==> src/rtl/arb_pkg.sv <==
// Shared types and helpers for the round-robin request arbiter.
// No logic of its own; the FSM state encoding lives here so the bench and RTL agree on names.
// No flow control involved.
package arb_pkg;

   // Supported requester count range
   localparam int N_MIN = 1;
   localparam int N_MAX = 16;

   // Arbiter FSM states
   typedef enum logic [1:0] {
      ST_IDLE    = 2'd0,
      ST_GRANT   = 2'd1,
      ST_RELEASE = 2'd2
   } arb_state_t;

   // Index width for n requesters, never narrower than one bit
   function automatic int idw(input int n);
      return (n <= 1) ? 1 : $clog2(n);
   endfunction

endpackage

==> src/rtl/rr_pick.sv <==
// Rotating-priority picker: first set request at or above ptr, wrapping modulo N.
// Purely combinational, zero latency.
// No flow control; o_valid is low when no request is set.
module rr_pick #(
   parameter int N   = 4,
   parameter int IDW = 2
) (
   input  logic [N-1:0]   i_req_s,
   input  logic [IDW-1:0] i_ptr,
   output logic           o_valid,
   output logic [IDW-1:0] o_index
);

   localparam int SW = IDW + 1;

   logic [N-1:0]  w_rot;
   logic [SW-1:0] w_off;
   logic [SW-1:0] w_sum;

   // Rotate so that bit 0 of w_rot corresponds to the requester at ptr
   assign w_rot = N'({i_req_s, i_req_s} >> i_ptr);

   // Lowest set bit of the rotated vector, then map the offset back to an absolute index
   always_comb begin
      o_valid = 1'b0;
      w_off   = '0;
      for (int j = N - 1; j >= 0; j--) begin
         if (w_rot[j]) begin
            o_valid = 1'b1;
            w_off   = SW'(j);
         end
      end
      w_sum = {1'b0, i_ptr} + w_off;
      if (w_sum >= SW'(N)) begin
         w_sum = w_sum - SW'(N);
      end
      o_index = w_sum[IDW-1:0];
   end

endmodule

==> src/rtl/rr_arbiter.sv <==
// Round-robin arbiter for 4-phase requesters with optional input synchronizers and hold timeout.
// Latency: req rise to ack rise is SYNC_STAGES+1 edges when idle; same lag on release.
// No backpressure: ack is held while the winner keeps req high; one dead cycle separates grants.
module rr_arbiter
   import arb_pkg::*;
#(
   parameter int N           = 4,
   parameter int SYNC_STAGES = 2,
   parameter int MAX_HOLD    = 0
) (
   input  logic              clk,
   input  logic              rst,
   input  logic [N-1:0]      req,
   output logic [N-1:0]      ack,
   output logic [idw(N)-1:0] grant_id,
   output logic              busy,
   output logic              timeout,
   input  logic              clr_timeout
);

   localparam int IDW = idw(N);
   localparam int HW  = (MAX_HOLD < 1) ? 1 : $clog2(MAX_HOLD + 1);
   localparam logic [HW-1:0] HOLD_LIM = HW'(MAX_HOLD);

   logic [N-1:0]   w_req_s;
   logic           w_pick_vld;
   logic [IDW-1:0] w_pick_idx;
   logic [IDW-1:0] w_ptr_nxt;
   logic [HW-1:0]  w_hold_nxt;
   logic           w_to_set;

   arb_state_t     r_state;
   logic [N-1:0]   r_ack;
   logic [IDW-1:0] r_grant_id;
   logic [IDW-1:0] r_ptr;
   logic [HW-1:0]  r_hold;
   logic           r_busy;
   logic           r_timeout;

   generate
      if (SYNC_STAGES == 0) begin : g_nosync
         assign w_req_s = req;
      end else begin : g_sync
         logic [N-1:0] r_sync [SYNC_STAGES];

         // Plain flop chain per request bit; nothing may sit between stages
         always_ff @(posedge clk or posedge rst) begin
            if (rst) begin
               for (int s = 0; s < SYNC_STAGES; s++) begin
                  r_sync[s] <= '0;
               end
            end else begin
               r_sync[0] <= req;
               for (int s = 1; s < SYNC_STAGES; s++) begin
                  r_sync[s] <= r_sync[s-1];
               end
            end
         end

         assign w_req_s = r_sync[SYNC_STAGES-1];
      end
   endgenerate

   rr_pick #(
      .N   (N),
      .IDW (IDW)
   ) u_pick (
      .i_req_s (w_req_s),
      .i_ptr   (r_ptr),
      .o_valid (w_pick_vld),
      .o_index (w_pick_idx)
   );

   // Next pointer after the current winner, wrapping N-1 back to 0
   assign w_ptr_nxt = (r_grant_id == IDW'(N - 1)) ? '0 : r_grant_id + 1'b1;

   // Saturating hold counter; timeout fires only on the cycle the limit is first reached
   assign w_hold_nxt = (r_hold == HOLD_LIM) ? r_hold : r_hold + 1'b1;
   assign w_to_set   = (MAX_HOLD != 0) && (r_state == ST_GRANT) &&
                       (r_hold != HOLD_LIM) && (w_hold_nxt == HOLD_LIM);

   // Arbitration FSM with registered ack/grant_id/busy/timeout
   always_ff @(posedge clk or posedge rst) begin
      if (rst) begin
         r_state    <= ST_IDLE;
         r_ack      <= '0;
         r_grant_id <= '0;
         r_ptr      <= '0;
         r_hold     <= '0;
         r_busy     <= 1'b0;
         r_timeout  <= 1'b0;
      end else begin
         case (r_state)
            ST_IDLE: begin
               if (w_pick_vld) begin
                  r_ack      <= N'(1) << w_pick_idx;
                  r_grant_id <= w_pick_idx;
                  r_hold     <= '0;
                  r_busy     <= 1'b1;
                  r_state    <= ST_GRANT;
               end
            end
            ST_GRANT: begin
               r_hold <= w_hold_nxt;
               // Only the winner's own request matters while granted
               if ((w_req_s & r_ack) == '0) begin
                  r_ack   <= '0;
                  r_ptr   <= w_ptr_nxt;
                  r_state <= ST_RELEASE;
               end
            end
            ST_RELEASE: begin
               r_busy  <= 1'b0;
               r_state <= ST_IDLE;
            end
            default: begin
               r_ack   <= '0;
               r_busy  <= 1'b0;
               r_state <= ST_IDLE;
            end
         endcase

         // Sticky flag; a set in the same cycle beats a clear
         if (w_to_set) begin
            r_timeout <= 1'b1;
         end else if (clr_timeout) begin
            r_timeout <= 1'b0;
         end
      end
   end

   assign ack      = r_ack;
   assign grant_id = r_grant_id;
   assign busy     = r_busy;
   assign timeout  = r_timeout;

endmodule

==> config.mk <==
export PLATFORM = sky130hd
export DESIGN_NAME = rr_arbiter
export DESIGN_NICKNAME = d
export VERILOG_FILES = /design/src/rtl/arb_pkg.sv /design/src/rtl/rr_pick.sv /design/src/rtl/rr_arbiter.sv
export SDC_FILE = /design/constraint.sdc
export NUM_CORES = 1
export LEC_CHECK = 0
export ABC_AREA = 1
export ABC_CLOCK_PERIOD_IN_PS = 2430
export CORE_MARGIN = 2
export CORE_UTILIZATION = 45
export CTS_CLUSTER_DIAMETER = 120
export DETAILED_ROUTE_END_ITERATION = 8
export MAX_ROUTING_LAYER = met4
export PLACE_DENSITY = 0.73
export SLEW_MARGIN = 15
export SYNTH_ARGS = -nofsm -noshare
export SYNTH_HDL_FRONTEND = slang
export SYNTH_SLANG_ARGS = --single-unit
export TNS_END_PERCENT = 50
==> constraint.sdc <==
create_clock -name clk -period 2.43 [get_ports clk]
set_input_delay 0.6075 -clock clk [delete_from_list [all_inputs] [get_ports clk]]
set_output_delay 0.6075 -clock clk [all_outputs]
set_load 0.05 [all_outputs]
* Yosys cells after proc, flatten, opt, wreduce, memory -nomap -nowiden
Index checks and enable logic that the tools add are counted.
** Storage, ports and cells
- Flip-flop bits (word level) :: 19
- Input bits :: 7
- Output and inout bits :: 8
- Word-level logic and storage cells :: 46
** Operators by class
- Equality and inequality tests :: 5
- Muxes and demuxes :: 18
- Reduce and logical (&&, ||, !) cells :: 7
- Bitwise operators :: 3
- Shift operators :: 2
- Order comparisons :: 1
- $add $sub $neg :: 3
** Operators with widths (count)
- $mux W2 :: 8
- $pmux W4 S3 :: 1
- $mux W4 :: 2
- $reduce_and A2 Y1 :: 4
- $shr A8 B2 Y4 :: 1
- $mux W1 :: 5
- $and A4 B4 Y4 :: 1
- $eq A2 B2 Y1 const B :: 2
- $logic_not A4 Y1 :: 1
- $pmux W2 S2 :: 1
- $shl A1 B2 Y4 const A :: 1
- $add A2 B2 Y3 :: 1
- $ge A3 B3 Y1 const B :: 1
- $reduce_and A3 Y1 :: 1
- $add A2 B1 Y2 const B :: 1
- $eq A2 B1 Y1 const B :: 1
- $logic_not A2 Y1 :: 1
- $ne A2 B1 Y1 const B :: 1
- $ne A2 B2 Y1 const B :: 1
- $not A1 Y1 :: 2
- $pmux W1 S2 :: 1
- $sub A2 B1 Y2 const B :: 1

* Longest topological paths before layout
- Depth in word-level cells :: 11
- Depth in mapped cells :: 12

* Cells and area by module
From an unflattened synthesis, not the netlist that was laid out.
** Unflattened totals
- Cell total of the unflattened synthesis :: 107
- Area, all modules :: 894.6 um2
** Modules (own cells, without submodules)
- rr_arbiter :: cells an instance 72, sequential area each 475.5 um2, area an instance 729.4 um2, instances 1
- rr_pick :: cells an instance 35, sequential area each 0.0 um2, area an instance 165.2 um2, instances 1

* Least setup slack after synthesis
OpenSTA, ideal clock, no wires.
- Path kind :: reg-to-reg
- Start :: register r_ptr[0]
- End :: register r_ack[3] (netlist: ack[3])
- Buffers on the path :: 0
- Stages on the path, launching flop included :: 13
- Library setup time :: 118 ps
- Path slack :: 748 ps
- Arrival time :: 1564 ps
- Period minus slack after synthesis :: 1682 ps
- Cells stage by stage :: dfrtp_1 -> inv_2 -> nand2_1 -> nand3_1 -> nand2_1 -> nand3_1 -> a21boi_0 -> ha_1 -> xor2_1 -> nand3b_1 -> nand2_2 -> nand2_1 -> nand2_1
** On the way
- Word-level cells in the longest chain between the ends :: 11
- Elaborated cells between the ends (all ways) :: 18
- Classes of those cells :: 2 x add/sub; 1 x order compare; 1 x eq/ne; 2 x shift; 11 x mux; 1 x reduce/logical
** RTL lines
- start: declaration :: line rr_arbiter.sv:35 : logic [IDW-1:0] r_ptr;
- start signal: assignment :: line rr_arbiter.sv:108 : r_ptr <= w_ptr_nxt;
- $shr A8 B2 Y4 :: line rr_pick.sv:21 : assign w_rot = N'({i_req_s, i_req_s} >> i_ptr);
- $mux W2 (4 in series) :: line rr_pick.sv:28 : if (w_rot[j]) begin
- $add A2 B2 Y3 :: line rr_pick.sv:33 : w_sum = {1'b0, i_ptr} + w_off;
- $ge A3 B3 Y1 or $sub A2 B1 Y2 (tied branches) :: line rr_pick.sv:34, rr_pick.sv:35
- $mux W2 :: line rr_pick.sv:34 : if (w_sum >= SW'(N)) begin
- $shl A1 B2 Y4 :: line rr_arbiter.sv:96 : r_ack <= N'(1) << w_pick_idx;
- $mux W4 :: line rr_arbiter.sv:95 : if (w_pick_vld) begin
- $pmux W4 S3 :: line rr_arbiter.sv:93 : case (r_state)
- end signal: assignment :: line rr_arbiter.sv:96
- end: declaration :: line rr_arbiter.sv:33 : logic [N-1:0] r_ack;
Parallel ways exist; a longest one is shown, timed or not. The select of a mux whose other input is x is not followed.
A chain may end at the register's enable or synchronous reset.

* Final worst setup path
- Start :: register r_grant_id[0] (netlist: grant_id[0])
- End :: output port grant_id[0]
** RTL lines
- start: declaration :: line rr_arbiter.sv:34 : logic [IDW-1:0] r_grant_id;
- start signal: assignment :: line rr_arbiter.sv:97 : r_grant_id <= w_pick_idx;
- end: declaration :: line rr_arbiter.sv:15 : output logic [idw(N)-1:0] grant_id,
No word-level cell between the ends.

==> run metrics <==
top-count cell post-synth nand2_1; dpl hpwl 1130 microns; H-tree depth 1; Layout fillers 164; antenna fix cells 0; Final Skew approximately 0.0054 ns; Root Driver clkbuf_4; WL per Instance 10.8 microns; Netlist Area Pre-Place 880 sq um; Post-CTS Setup Bufs 0; number of port buffers 12; RSZ-0062 raised after global routing no; number of I/O pins 15; CP max-delay cell clkdlybuf4s50_1; grt ovf 0; Worst Hold Endpoint w_req_s[3]; Initial Util 49.3%; synth unique cells 20; Worst R2R Start r_ptr[0]; RePlAce Congestion 0.864; yosys warns 0; Hold Vio Cnt, Final 0; crit-path cells clkdlybuf4s50_1; Crit Path Class register to primary output; GR Util All Layers 16.1%; later-pin clock latency in the skew report about 0.30 ns; hold buffers post-CTS 0; leak pwr 0.556 nW; ys flop type dfrtp_1; synthesized instance count between 90 and 100; hold_sp g_sync.r_sync[7]; first-pass GRT wire length 2420 microns; cells resized by post-CTS repair 0; reg2reg setup slack a little over 0.5 ns; Power Dens Cells 1410 nW/um^2; clk buf depth 2; crit share post-route slightly below 90%; final setup fails 0; area delta synth->final 19.5%; Post-synth EDFFs 0; Worst EP required 1.82 ns; post-synthesis register bit count 19; Final WS setup 0.303 ns; top achievable clock speed 0.470 GHz; first-iteration detailed-routing DRC count 11; die span in y 48.2 microns; total power 1.48 mW; Final Non-Filler Cells 139; vias per std cell 4.96; ys async rst share between 90% and 100%; share of cells above drive strength 1 14.0%; Synth Area per Inst ~9 sq um; Final #Nets 124; CTS Buf Count 3; WHS Path Cells 0; Slew @ Worst Pin 0.693 ns; Syn Nets 108; Worst setup EP type primary output; die area 2320 sq um; drt drc 0; R2R cell count 12; Tmin final 2.13 ns; Final TNS setup 0 ns; max_slew headroom 53.7%; DR vias 690; pin count of the biggest net entering global routing 20; sequential share of the synthesized area 54.1%; fin. max-slew vios 0; row cnt 15; top cell type's share of synthesized area 54.1%; crit path launch type register; DP Worst Slack between 0.5 and 0.6 ns; CP max FO 4; Core Box Area approximately 1800 sq um; critical path arrival 1.52 ns; Die X 48.2 microns; Placed Instances around 140; Largest stage delay, worst path 0.82 ns; Max VDD drop slightly above 0.7 mV; biggest area consumer among synthesized cells dfrtp_1; number of clock sinks 19; Hold WC Path Type register to register; vias in the first global route 585; CP Buf/Inv Count 1; CTS tree yes; antenna violations before repair 0; most common library cells after synthesis 33 x nand2_1, 19 x dfrtp_1, 14 x nand3_1; DRT antenna net count 0; Max Cap Viol 0; status completed; DRT Pass-1 Iters 4; Detailed Route WL 1500 microns; dominant cells by area after synthesis dfrtp_1 54%, nand2_1 14%, nand3_1 8.0%; delay-heaviest family, CP buffers and inverters; Clock transition at path regs 0.10 ns; RR Endpoint ack[2]
state kept, by name, indices dropped and copies added (netlist names):
register       count
w_req_s            4
ack                4
busy               1
r_state            2
r_ptr              2
g_sync.r_sync      4
grant_id           2
cells in the final DEF, fill, tap and decap left out:
cell / count
a21boi_0: 1
a21oi_1: 1
clkbuf_4: 3
clkdlybuf4s50_1: 12
clkinv_2: 2
conb_1: 1
dfrtp_1: 19
ha_1: 2
inv_1: 8
inv_2: 3
nand2_1: 33
nand2_2: 2
nand2_4: 2
nand3_1: 14
nand3_2: 2
nand3b_1: 1
nor2_1: 1
o21ai_0: 3
o21ai_2: 2
o31ai_1: 1
xor2_1: 1
how the worst max path moves through the flow:
| stage | start | end | slack, ns | depth (start not counted) |
|---|---|---|---|---|
| 2_1_floorplan | r_ptr[0] | ack[3] | 0.75 | 12 |
| 3_3_place_gp | r_ptr[0] | ack[2] | 0.58 | 12 |
| 3_5_place_dp | r_ptr[0] | ack[2] | 0.54 | 12 |
| 4_1_cts | grant_id[0] | grant_id[0] | 0.29 | 1 |
| 5_1_grt | r_ptr[0] | grant_id[1] | 0.22 | 12 |
| 6_report | grant_id[0] | grant_id[0] | 0.30 | 1 |
cells by family after synthesis:
logic type	synth area share [%]
simple gates	29.6
flops	54.1
buf+inv	6.12
compound gates	5.97
fa+ha+maj	2.84
xor+xnor	0.996
other cells	0.426
cell type report:
class	instances	area, sq um	area share [%]
Sequential cell	19	475	45.2
Multi-Input combinational cell	67	350	33.3
Timing Repair Buffer	12	120	11.4
Inverter	12	46.3	4.40
Tap cell	25	31.3	2.98
Clock buffer	3	22.5	2.14
Clock inverter	1	5.00	0.476
where the power goes:
group | internal, mW | total, mW | leakage (nW) | switching (mW)
Sequential | 0.402 | 0.484 | 0.231 | 0.0818
Combinational | 0.288 | 0.845 | 0.307 | 0.557
Clock | 0.0614 | 0.155 | 0.0177 | 0.0931
Total | 0.752 | 1.48 | 0.556 | 0.732
layer usage:
layer  share of wire [%]  global-route usage (%)
met4                 2.7                    9.73
met5                   0                       -
met1                  48                    21.4
met3                 4.3                    3.33
met2                  44                    22.4
per-stage QoR:
stage	cell area, sq um	util [%]	hold slack [ns]
CTS	1050	58.9	0.364
finish	1050	58.9	0.364
floorplan	880	-	0.331
global placement	1020	57.4	0.333
detailed placement	1020	57.4	0.339
global route	1050	58.9	0.369
No activity file was read; power rests on OpenSTA's default activity.
